`src/rtl/mips_pkg.sv`:
```
// Shared fetch-stage constants, fetch FSM state encoding and PC step helper.
// Imported by instr_fetch and pc_reg.
package mips_pkg;

   localparam logic [31:0] NOP_INSTR = 32'h0000_0000;
   localparam logic [31:0] PC_STEP   = 32'd4;

   typedef enum logic [1:0] {
      ST_ISSUE = 2'd0,
      ST_WAIT  = 2'd1,
      ST_DROP  = 2'd2,
      ST_HOLD  = 2'd3
   } fetch_state_e;

   // Sequential PC; wraps modulo 2^32 (32'hFFFF_FFFC -> 0).
   function automatic logic [31:0] pc_next(input logic [31:0] pc);
      return pc + PC_STEP;
   endfunction

endpackage

```
`src/rtl/pc_reg.sv`:
```
// Program counter: loads RESET_PC on reset, redirect load has priority over increment,
// otherwise holds. pc_plus4_o is the wrapped sequential successor of the current PC.
module pc_reg
   import mips_pkg::*;
#(
   parameter logic [31:0] RESET_PC = 32'h0000_0000
) (
   input  logic        clk_i,
   input  logic        rst_i,
   input  logic        inc_i,
   input  logic        load_i,
   input  logic [31:0] load_pc_i,
   output logic [31:0] pc_o,
   output logic [31:0] pc_plus4_o
);

   logic [31:0] pc_q;
   logic [31:0] pc_d;

   always_comb begin
      pc_d = pc_q;
      if (load_i) begin
         pc_d = load_pc_i;
      end else if (inc_i) begin
         pc_d = pc_next(pc_q);
      end
   end

   always_ff @(posedge clk_i) begin
      if (rst_i) begin
         pc_q <= RESET_PC;
      end else begin
         pc_q <= pc_d;
      end
   end

   assign pc_o       = pc_q;
   assign pc_plus4_o = pc_next(pc_q);

endmodule

```
`src/rtl/instr_fetch.sv`:
```
// Fetch stage: one outstanding imem read, stall hold buffer, redirect flush; drives IF/ID.
// Optional FETCH_MISALIGN_CHECK_EN adds a sticky misalign_err and word-aligns redirect targets.
module instr_fetch
   import mips_pkg::*;
#(
   parameter logic [31:0] RESET_PC = 32'h0000_0000
) (
   input  logic        clk,
   input  logic        rst,
   input  logic        stall,
   input  logic        redirect,
   input  logic [31:0] redirect_pc,
   output logic        imem_req,
   output logic [31:0] imem_addr,
   input  logic        imem_rvalid,
   input  logic [31:0] imem_rdata,
   output logic [31:0] instr,
   output logic [31:0] npc,
   output logic        valid
`ifdef FETCH_MISALIGN_CHECK_EN
   ,
   output logic        misalign_err
`endif
);

   fetch_state_e state_q;
   logic [31:0]  hold_instr_q;
   logic [31:0]  hold_npc_q;
   logic [31:0]  instr_q;
   logic [31:0]  npc_q;
   logic         valid_q;

   logic [31:0]  pc;
   logic [31:0]  pc_plus4;
   logic [31:0]  redirect_tgt;
   logic         deliver_mem;
   logic         deliver_hold;

`ifdef FETCH_MISALIGN_CHECK_EN
   logic misalign_q;

   assign redirect_tgt = {redirect_pc[31:2], 2'b00};

   always_ff @(posedge clk) begin
      if (rst) begin
         misalign_q <= 1'b0;
      end else if (redirect && (redirect_pc[1:0] != 2'b00)) begin
         misalign_q <= 1'b1;
      end
   end

   assign misalign_err = misalign_q;
`else
   assign redirect_tgt = redirect_pc;
`endif

   // An instruction reaches IF/ID only when neither stall nor flush blocks it.
   assign deliver_mem  = (state_q == ST_WAIT) && imem_rvalid && !redirect && !stall;
   assign deliver_hold = (state_q == ST_HOLD) && !redirect && !stall;

   pc_reg #(
      .RESET_PC (RESET_PC)
   ) u_pc_reg (
      .clk_i      (clk),
      .rst_i      (rst),
      .inc_i      (deliver_mem || deliver_hold),
      .load_i     (redirect),
      .load_pc_i  (redirect_tgt),
      .pc_o       (pc),
      .pc_plus4_o (pc_plus4)
   );

   assign imem_req  = !rst && (state_q == ST_ISSUE) && !redirect;
   assign imem_addr = pc;

   always_ff @(posedge clk) begin
      if (rst) begin
         state_q      <= ST_ISSUE;
         hold_instr_q <= NOP_INSTR;
         hold_npc_q   <= '0;
         instr_q      <= NOP_INSTR;
         npc_q        <= '0;
         valid_q      <= 1'b0;
      end else begin
         case (state_q)
            ST_ISSUE: begin
               if (!redirect) begin
                  state_q <= ST_WAIT;
               end
            end
            ST_WAIT: begin
               // A redirect without the response still owes one beat, which DROP swallows.
               if (redirect) begin
                  state_q <= imem_rvalid ? ST_ISSUE : ST_DROP;
               end else if (imem_rvalid) begin
                  if (stall) begin
                     hold_instr_q <= imem_rdata;
                     hold_npc_q   <= pc_plus4;
                     state_q      <= ST_HOLD;
                  end else begin
                     state_q <= ST_ISSUE;
                  end
               end
            end
            ST_DROP: begin
               if (imem_rvalid) begin
                  state_q <= ST_ISSUE;
               end
            end
            ST_HOLD: begin
               if (redirect) begin
                  hold_instr_q <= NOP_INSTR;
                  hold_npc_q   <= '0;
                  state_q      <= ST_ISSUE;
               end else if (!stall) begin
                  state_q <= ST_ISSUE;
               end
            end
            default: begin
               state_q <= ST_ISSUE;
            end
         endcase

         // Flush beats stall; a plain stall freezes the IF/ID outputs.
         if (deliver_mem) begin
            instr_q <= imem_rdata;
            npc_q   <= pc_plus4;
            valid_q <= 1'b1;
         end else if (deliver_hold) begin
            instr_q <= hold_instr_q;
            npc_q   <= hold_npc_q;
            valid_q <= 1'b1;
         end else if (redirect || !stall) begin
            instr_q <= NOP_INSTR;
            valid_q <= 1'b0;
         end
      end
   end

   assign instr = instr_q;
   assign npc   = npc_q;
   assign valid = valid_q;

endmodule
```
`config.mk`:
```
export PLATFORM = sky130hd
export DESIGN_NAME = instr_fetch
export DESIGN_NICKNAME = d
export VERILOG_FILES = /design/src/rtl/mips_pkg.sv /design/src/rtl/pc_reg.sv /design/src/rtl/instr_fetch.sv
export SDC_FILE = /design/constraint.sdc
export NUM_CORES = 1
export LEC_CHECK = 0
export ABC_CLOCK_PERIOD_IN_PS = 3150
export BUFFER_PORTS_ARGS = -buffer_cell sky130_fd_sc_hd__buf_2
export CAP_MARGIN = 5
export CORE_MARGIN = 1.5
export CORE_UTILIZATION = 52
export DETAILED_ROUTE_END_ITERATION = 7
export GPL_ROUTABILITY_DRIVEN = 0
export PLACE_DENSITY_LB_ADDON = 0.15
export SYNTH_ARGS = -nofsm -noshare
export SYNTH_HDL_FRONTEND = slang
export SYNTH_SLANG_ARGS = --single-unit
export TNS_END_PERCENT = 1
```
`constraint.sdc`:
```
create_clock -name clk -period 3.15 [get_ports clk]
set_clock_uncertainty 0.05 [all_clocks]
set_input_delay 0.1575 -clock clk [delete_from_list [all_inputs] [get_ports clk]]
set_output_delay 0.1575 -clock clk [all_outputs]
set_load 0.005 [all_outputs]
```
# --- Word-level counts from Yosys, hierarchy flattened ---
# Index checks and enable logic that the tools add are counted.
totals:
  regBits: 163
  out_inout_bits: 98
  wordCells: 66
classes:
  addsub: 1
  n_eq_ne: 11
  muxes: 28
  reduce_logical: 19
op_table:
  columns: ["operator", "count"]
  rows:
  - ["2-to-1 mux 32 bit", 14]
  - ["one-hot mux 32 bit (2 select lines)", 2]
  - ["adder 32 x 3 -> 32 bit (second input constant)", 1]
  - ["2-to-1 mux 2 bit", 8]
  - ["inequality test 2 bit (second input constant)", 6]
  - ["one-hot mux 2 bit (4 select lines)", 1]
  - ["logical AND 1 bit", 7]
  - ["inequality test 3 bit (second input constant)", 2]
  - ["nonzero test 2 bit", 3]
  - ["AND reduction 5 bit", 1]
  - ["equality test 2 bit (second input constant)", 2]
  - ["AND reduction 4 bit", 1]
  - ["zero test 1 bit", 3]
  - ["2-to-1 mux 1 bit", 3]
  - ["nonzero test 3 bit", 1]
  - ["equality test 2 x 1 -> 1 bit (second input constant)", 1]
  - ["zero test 2 bit", 1]
  - ["logical OR 1 bit", 2]

# --- Longest topological paths before layout ---
# Gate-level depths: netlist of the first run.
depth:
  depth_word: 7
  mapped_depth: 8
  mapped_depth_nobuf: 6

# --- Hierarchy ---
# Synthesis of the first run repeated with hierarchy kept, for this count alone.
hier_totals:
  hier_cells: 847
  hier_area_um2: 7484.7
by_module_without_submodules:
  columns: ["mod", "n_inst", "cells_per_inst", "area_per_inst_um2", "seq_area_each_um2"]
  rows:
  - ["instr_fetch", 1, 539, 5133.7, 2622.5]
  - ["pc_reg", 1, 308, 2351.0, 640.6]

# --- Worst setup path after synthesis of the first run ---
# OpenSTA, ideal clock, no wires.
synth_path:
  kind: "register to register"
  start: "register u_pc_reg.pc_q[2], in the netlist u_pc_reg.pc_o[2]"
  end: "register u_pc_reg.pc_q[30], in the netlist u_pc_reg.pc_o[30]"
  t_arrival_ps: 2200
  required_ps: 3009
  slack_ps: 809
  stages_incl_launch_ff: 7
  n_path_buf: 0
  path_cell_list: "dfxtp_1 ha_1 nand3_2 or2_1 or4_4 or3_1 a311oi_1"
synth_via:
  elab_chain_len: 3
synth_lines:
  columns: ["item", "line_no", "text"]
  rows:
  - ["from (decl)", "pc_reg.sv:17", "logic [31:0] pc_q;"]
  - ["from (signal assigned)", "pc_reg.sv:33", "pc_q <= pc_d;"]
  - ["adder 32 x 3 -> 32 bit", "mips_pkg.sv:17", "return pc + PC_STEP;"]
  - ["2-to-1 mux 32 bit", "pc_reg.sv:24", "end else if (inc_i) begin"]
  - ["2-to-1 mux 32 bit", "pc_reg.sv:22", "if (load_i) begin"]
# Every way passes these cells. The select of a mux whose other input is x is not followed.
# A chain may end at the register's enable or synchronous reset.

# --- Worst setup path after layout of the first run ---
layout_path:
  start: "register u_pc_reg.pc_q[2], in the netlist u_pc_reg.pc_o[2]"
  end: "register npc_q[22], in the netlist npc[22]"
layout_via:
  elab_chain_len: 2
layout_lines:
  columns: ["item", "line_no", "text"]
  rows:
  - ["adder 32 x 3 -> 32 bit", "mips_pkg.sv:17", null]
  - ["2-to-1 mux 32 bit", "instr_fetch.sv:125", "if (deliver_mem) begin"]
  - ["to (signal assigned)", "instr_fetch.sv:127", "npc_q <= pc_plus4;"]
  - ["to (signal assigned)", "instr_fetch.sv:131", "npc_q <= hold_npc_q;"]
  - ["to (decl)", "instr_fetch.sv:30", "logic [31:0] npc_q;"]
# Every way passes these cells.

==> results of run 1 <==
[sequential cells by signal, indices dropped and copies added, names as in the netlist]
signal         flops
hold_instr_q      32
hold_npc_q        32
instr             32
npc               32
state_q            2
u_pc_reg.pc_o     32
valid              1
[cells in the final DEF, fill, tap and decap left out, drive strengths merged, types with 2 or more instances in the layout]
master       synthesis  final
buf                  7    179
nor2               170    170
dfxtp              163    163
dlygate4sd3          0     56
nand2               51     51
a22oi               39     39
xnor2               34     34
a222oi              32     32
o21ai               28     28
a2111oi             24     24
a211oi              22     22
nand3               20     20
clkbuf              64     20
xor2                18     18
nor3                14     14
a21oi               12     12
nor4                10     10
nand4                8      8
clkinv               0      7
and3                 6      6
inv                  6      6
a311oi               4      4
a2bb2oi              4      4
or2                  4      4
and4                 3      3
or3                  3      3
a221oi               3      3
o221ai               3      3
and2                 3      3
or4                  3      3
diode                0      2
nand3b               2      2
mux2i                2      2
a31oi                2      2
clkinvlp             0      2
bufinv               0      2
[power by group]
group	total, uW	switching [uW]	internal [uW]
Combinational	373	198	175
Sequential	2170	60.8	2110
Clock	2020	828	1190
[final timing paths]
check / end / slack [ps] / cells after the start
worst min-delay path: u_pc_reg.pc_o[4] / -7 / 3
worst min register to register: npc[0] / 400 / 2
worst max register to register: npc[22] / 510 / 6
worst max-delay path: npc[22] / 510 / 6
[worst max-delay path: cells and delay by family (launching register included)]
| family | cells | cell delay (ps) |
|---|---|---|
| XOR/XNOR | 1 | 220 |
| AO/OA/AOI/OAI | 1 | 500 |
| flip-flops | 1 | 440 |
| AND/OR/NAND/NOR | 3 | 990 |
| adder cells (fa/ha/maj) | 1 | 270 |
[cells by family (layout without fill, tap and decap cells)]
family	Yosys count	count (layout)	share of synthesized area
AND/OR/NAND/NOR	300	300	0.198
AO/OA/AOI/OAI	178	178	0.203
flip-flops	163	163	0.483
buffers and inverters	77	272	0.0437
XOR/XNOR	52	52	0.0674
multiplexers	2	2	0.00296
adder cells (fa/ha/maj)	1	1	0.00185
other	0	2	0
[metrics by stage]
| stage | power (uW) | util | setup WS (ps) | hold slack [ps] | instance area [sq um] |
|---|---|---|---|---|---|
| 3_5_place_dp | 2530 | 0.603 | 624 | 350 | 7640 |
| 2_1_floorplan | 2380 | - | 809 | 252 | 6760 |
| 4_1_cts | 4570 | 0.693 | 505 | 3.18 | 8780 |
| 5_1_grt | 4700 | 0.693 | 404 | 16.9 | 8780 |
| 6_report | 4560 | 0.693 | 513 | -6.95 | 8790 |
| 3_3_place_gp | 2520 | 0.603 | 698 | 342 | 7640 |
[routing by layer]
layer  wire (microns)  vias up  global-route usage
li1                 -     3157                   -
met1             8160     3159               0.343
met2             9840      292               0.509
met3             1360       47              0.0731
met4              866        0               0.167
met5                0        -                   0
[timing repair]
item / in CTS / in global routing
endpoints found under the hold margin: 88 / 0
hold buffers: 56 / 0
gates resized for setup: 0 / 0
[final cells by class]
cell class	instances	area, sq um
Fill cell	1000	3880
Sequential cell	163	3260
Multi-Input combinational cell	533	3210
Timing Repair Buffer	235	1490
Clock buffer	20	447
Tap cell	172	215
Clock inverter	11	133
Inverter	6	22.5
Antenna cell	2	5.00
==> metrics.csv, run 1 <==
stage;metric;value;unit
run_status;outcome;finished, violations left;
run_status;violations;negative hold slack;
sta;final-setup-viol-count;0;
floorplanning;coreArea;0.0127;sq mm
sta;rsz0062_at_grt;false;
run;maxCapViolations;0;
global_route;grt_pass1_vias;6321;
final_layout;fin_cells;1142;
synth;syn_area_per_cell;8.74;sq um
final_layout;nNetsFinal;1026;
synth;synth_area_leader_cell;dfxtp_1;
clock_tree;clock_latency;430;ps
synth;ys.warnings.count;0;
synth;ys_seq_elements;163;
sta;max-slew-margin-rel;0.428;
clock_tree;clkSinkCount;163;
worst_hold_path;hold_path_startpoint;redirect_pc[4];
placed_design;portBuffers;166;
synth;seq_area_frac_synth;0.483;
worst_hold_path;min_path_type;input port to flop;
clock_tree;cts_tree;built;
synth;synth_top_area_frac;0.483;
routing;dr.pass1.iters;8;
critical_path;crit_path_start;u_pc_reg.pc_o[2];
sta;finalCritPeriodShare;0.837;
floorplanning;initial_core_util;0.533;
synth;ys.flop_type;dfxtp_1;
routing;drtIter0Drc;719;
synth;synth_area_leaders;dfxtp_1 (48%), nor2_1 (9.4%), a222oi_1 (4.7%), xnor2_1 (4.4%), a22oi_1 (4.3%);
global_route;grt_remaining_overflow;0;
critical_path;r2r-start;u_pc_reg.pc_o[2];
clock_tree;cts_setup_buffers;0;
clock_tree;clk_path_buf_depth;2;
final_layout;syn_to_final_growth;30.1;%
floorplanning;fp.dieW;117;microns
critical_path;start_kind;flop;
floorplanning;die_y;117;microns
routing;drc;0;
critical_path;path_max_fanout;9;
routing;viasPerCell;5.83;
global_route;grt_pass1_wl;31400;microns
sta;final_hold_viol_count;1;
sta;finalSetupTns;0;ps
floorplanning;dieArea;0.0137;sq mm
critical_path;end_kind;flop;
sta;slew_violations;0;
global_route;antenna_found_initial;1;
global_route;grt_max_degree;55;
routing;via_count;6655;
floorplanning;core.rowCount;41;
clock_tree;cts_inserted_buffers;17;
clock_tree;clkTransAtPathRegs;60;ps
placed_design;dp_hpwl;12800;microns
synth;netlist_instances;773;
synth;synthMostInstantiatedCell;nor2_1;
routing;wl_per_cell;17.7;microns
clock_tree;h-tree-depth;4;
synth;async_reset_ff_frac;0;
critical_path;worstPathRequired;3370;ps
power_and_ir_drop;power.density;519;mW/mm^2
synth;synth_commonest_cells;nor2_1 (170), dfxtp_1 (163), clkbuf_1 (64);
sta;worst_hold_slack;-6.95;ps
clock_tree;cts_root_buf;clkbuf_16;
critical_path;slowest_delay;520;ps
critical_path;arrival;2860;ps
routing;wl;20200;microns
power_and_ir_drop;leakagePower;0.00351;uW
placed_design;dp.cells;1053;
power_and_ir_drop;ir_worst_vdd;0.372;mV
routing;antenna_left;0;
synth;syn_nets;843;
synth;synth-edff-count;0;
synth;synth_area;0.00676;sq mm
floorplanning;io_pins;167;
final_layout;layout-drive-gt1-share;0.228;
sta;max_freq;0.379;GHz
global_route;track_usage;0.298;
synth;synth_cell_types;53;
critical_path;slowest_stage;nor2_1;
sta;fin_crit;2640;ps
critical_path;worst-setup-path-type;flop to flop;
sta;worst_pin_slew;856;ps
critical_path;worstPathCellList;ha_1 > nand3_2 > nor2_1 > nand3_1 > xor2_1 > a2111oi_0;
Power figures use the tool's default switching activity.
==> run 2: changes to the inputs <==
--- a/config.mk
+++ b/config.mk
@@ -5,7 +5,8 @@
 export SDC_FILE = /design/constraint.sdc
 export NUM_CORES = 1
 export LEC_CHECK = 0
-export ABC_CLOCK_PERIOD_IN_PS = 3150
+export ABC_AREA = 1
+export ABC_CLOCK_PERIOD_IN_PS = 2700
 export BUFFER_PORTS_ARGS = -buffer_cell sky130_fd_sc_hd__buf_2
 export CAP_MARGIN = 5
 export CORE_MARGIN = 1.5
==> constraint.sdc (replaced) <==
create_clock -name clk -period 2.7 [get_ports clk]
set_clock_uncertainty 0.05 [all_clocks]
set_input_delay 0.135 -clock clk [delete_from_list [all_inputs] [get_ports clk]]
set_output_delay 0.135 -clock clk [all_outputs]
set_load 0.005 [all_outputs]
==> run 2 against run 1 <==
The run now ends clean. Fmax rose by 20%. Synthesized cell count rose by 48%. Clock-buffer cell count rose by 1. Highest routed layer is now met5.
==> metrics.csv, run 2 <==
stage;metric;value;unit;change
final_layout;syn_to_final_growth;28.0;%;was 30.1%
global_route;antenna_found_initial;1;;unchanged
worst_hold_path;hold_path_startpoint;redirect_pc[29];;was redirect_pc[4]
final_layout;final_common_cell;nand2_1;;was nor2_1
routing;via_count;7900;;was 6655
final_layout;layout-drive-gt1-share;0.167;;was 0.228
synth;synth_area_leader_cell;dfxtp_1;;unchanged
synth;synth_fa_ha_area_frac;0.00165;;was 0.00185
synth;synth_xor_xnor_area_share;0.0173;;was 0.0674
floorplanning;fp.dieW;124;microns;was 117 microns
final_layout;nNetsFinal;1409;;was 1026
critical_path;path_delay_family;buffers and inverters;;was simple AND/OR/NAND/NOR gates
final_layout;fin_cells;1531;;was 1142
synth;syn_area_per_cell;6.61;sq um;was 8.74 sq um
floorplanning;die_y;124;microns;was 117 microns
critical_path;r2r-start;state_q[0];;was u_pc_reg.pc_o[2]
sta;fin_crit;2200;ps;was 2640 ps
run;maxCapViolations;0;;unchanged
power_and_ir_drop;ir_worst_vdd;0.545;mV;was 0.372 mV
sta;max-slew-margin-rel;0.584;;was 0.428
clock_tree;cts_tree;built;;unchanged
global_route;grt_pass1_vias;7034;;was 6321
synth;muxShareOfSynthArea;0;;was 0.00296
critical_path;worstPathCellList;nand2_2 > inv_2 > nand3_1 > nand2_2 > buf_4 > inv_1 > a21oi_1 > nor2_1;;was ha_1 > nand3_2 > nor2_1 > nand3_1 > xor2_1 > a2111oi_0
clock_tree;cts_setup_buffers;0;;unchanged
clock_tree;clock_latency;430;ps;about the same
clock_tree;clkTransAtPathRegs;60;ps;about the same
clock_tree;clk_path_buf_depth;2;;unchanged
clock_tree;h-tree-depth;4;;unchanged
synth;synth_top_area_frac;0.430;;was 0.483
final_layout;nFillCells;1201;;was 1000
critical_path;path_max_fanout;55;;was 9
placed_design;dp.cells;1447;;was 1053
routing;viasPerCell;5.16;;was 5.83
critical_path;start_kind;flop;;unchanged
final_layout;final_cell_mix;nand2_1 (451), buf_2 (165), dfxtp_1 (163);;was nor2_1 (170), buf_2 (165), dfxtp_1 (163)
placed_design;dp_hpwl;13700;microns;was 12800 microns
synth;synth_compound_area_frac;0.103;;was 0.203
worst_hold_path;min_path_type;input port to flop;;unchanged
routing;drtIter0Drc;618;;was 719
clock_tree;clkSinkCount;163;;unchanged
sta;slew_violations;0;;unchanged
sta;rsz0062_at_grt;false;;unchanged
sta;final-setup-viol-count;0;;unchanged
synth;synthSimpleGateAreaFrac;0.358;;was 0.198
global_route;track_usage;0.284;;was 0.298
critical_path;end_kind;flop;;unchanged
synth;synth_cell_types;30;;was 53
synth;netlist_instances;1147;;was 773
critical_path;arrival;2440;ps;was 2860 ps
global_route;grt_remaining_overflow;0;;unchanged
clock_tree;cts_root_buf;clkbuf_16;;unchanged
critical_path;critPathBufInv;3;;was 0
synth;ys_seq_elements;163;;unchanged
synth;seq_area_frac_synth;0.430;;was 0.483
floorplanning;io_pins;167;;unchanged
routing;wl;21300;microns;was 20200 microns
routing;dr.pass1.iters;8;;unchanged
sta;worst_pin_slew;624;ps;was 856 ps
critical_path;worst-setup-path-type;flop to flop;;unchanged
synth;synth_top_family_by_area;simple AND/OR/NAND/NOR gates;;was compound AO/OA/AOI/OAI gates
critical_path;slowest_stage;buf_4;;was nor2_1
synth;synth-edff-count;0;;unchanged
floorplanning;dieArea;0.0153;sq mm;was 0.0137 sq mm
power_and_ir_drop;power.density;608;mW/mm^2;was 519 mW/mm^2
placed_design;portBuffers;166;;unchanged
critical_path;crit_path_start;state_q[0];;was u_pc_reg.pc_o[2]
sta;finalCritPeriodShare;0.813;;was 0.837
critical_path;worstPathRequired;2940;ps;was 3370 ps
synth;ys.flop_type;dfxtp_1;;unchanged
synth;synthMostInstantiatedCell;nand2_1;;was nor2_1
synth;synth_area_leaders;dfxtp_1 (43%), nand2_1 (22%), a21oi_1 (6.7%), nand3_1 (5.0%), inv_1 (4.8%);;was dfxtp_1 (48%), nor2_1 (9.4%), a222oi_1 (4.7%), xnor2_1 (4.4%), a22oi_1 (4.3%)
floorplanning;initial_core_util;0.540;;was 0.533
synth;syn_nets;1217;;was 843
global_route;grt_pass1_wl;34200;microns;was 31400 microns
critical_path;slowest_delay;460;ps;was 520 ps
final_layout;diodes;0;;was 2
run_status;outcome;complete, no violations;;was finished, violations left
routing;antenna_left;0;;unchanged
floorplanning;core.rowCount;43;;was 41
synth;ys.warnings.count;0;;unchanged
routing;drc;0;;unchanged
clock_tree;cts_inserted_buffers;17;;unchanged
floorplanning;coreArea;0.0140;sq mm;was 0.0127 sq mm
synth;synth_area;0.00758;sq mm;was 0.00676 sq mm
sta;final_hold_viol_count;0;;was 1
sta;max_freq;0.455;GHz;was 0.379 GHz
power_and_ir_drop;leakagePower;0.00464;uW;was 0.00351 uW
synth;async_reset_ff_frac;0;;unchanged
synth;synth_commonest_cells;nand2_1 (451), dfxtp_1 (163), a21oi_1 (102);;was nor2_1 (170), dfxtp_1 (163), clkbuf_1 (64)
critical_path;path_common_cell;nand2_2;;
power_and_ir_drop;p_total;5900;uW;was 4560 uW
sta;finalSetupTns;0;ps;unchanged
routing;wl_per_cell;13.9;microns;was 17.7 microns
global_route;grt_max_degree;56;;was 55
==> run 2: cell types whose count changed after synthesis, sizes merged, moves of 26 or more <==
cell / previous run / this run
nand2: 51 / 453
inv: 6 / 101
a21oi: 12 / 102
nor2: 170 / 99
nand3: 20 / 76
clkbuf: 64 / 25
a22oi: 39 / 3
a222oi: 32 / 0
buf: 7 / 36
xnor2: 34 / 5
nand3b: 2 / 28
==> run 2: cell type report <==
type | instances | area, sq um | share of cell area
Clock buffer | 21 | 460 | 0.0474
Clock inverter | 10 | 228 | 0.0235
Tap cell | 180 | 225 | 0.0232
Sequential cell | 163 | 3260 | 0.336
Inverter | 103 | 387 | 0.0398
Timing Repair Buffer | 234 | 1500 | 0.155
Multi-Input combinational cell | 820 | 3640 | 0.375
==> run 2: logic make-up after synthesis <==
| family | after synthesis |
|---|---|
| buf+inv | 164 |
| fa+ha+maj | 1 |
| simple gates | 660 |
| flops | 163 |
| compound gates | 144 |
| xor+xnor | 15 |
==> run 2: path summary, 6_finish.rpt <==
kind | to | slack [ps] | depth (start not counted)
max | npc[5] | 500 | 8
min | u_pc_reg.pc_o[29] | 3 | 5
max reg2reg | npc[5] | 500 | 8
min reg2reg | hold_npc_q[23] | 410 | 2
==> run 2: metrics by stage <==
step	cell area [sq um]	utilization	hold WS [ps]	setup WS, ps
2_1_floorplan	7580	-	219	1100
5_1_grt	9710	0.691	33.6	261
6_report	9710	0.691	2.96	504
3_5_place_dp	8490	0.604	359	524
3_3_place_gp	8490	0.604	354	579
4_1_cts	9710	0.691	0.333	524
==> run 2: worst register-to-register path: cells and delay by family, from the launching register on <==
kind	cells	cell delay (ps)
AOI/OAI and AO/OA	1	180
buffers and inverters	3	740
and+or+nand+nor	4	670
DFF	1	430
==> run 2: repair_timing <==
item | 4_1_cts | 5_1_grt
gates resized for setup | 0 | 0
endpoints found under the hold margin | 85 | 0
hold buffers | 53 | 0
==> run 2: power by group <==
part	switching [uW]	total, uW	internal [uW]
registers	68.0	2540	2470
logic	323	547	224
clock network	948	2820	1870
==> run 2: per-layer routing <==
metal | up-vias | part of all wire | track usage
met5 | - | 0.00061 | 0
met4 | 2 | 0.017 | 0.0920
met3 | 37 | 0.059 | 0.0485
met2 | 266 | 0.47 | 0.457
met1 | 3612 | 0.46 | 0.387
li1 | 3983 | - | -
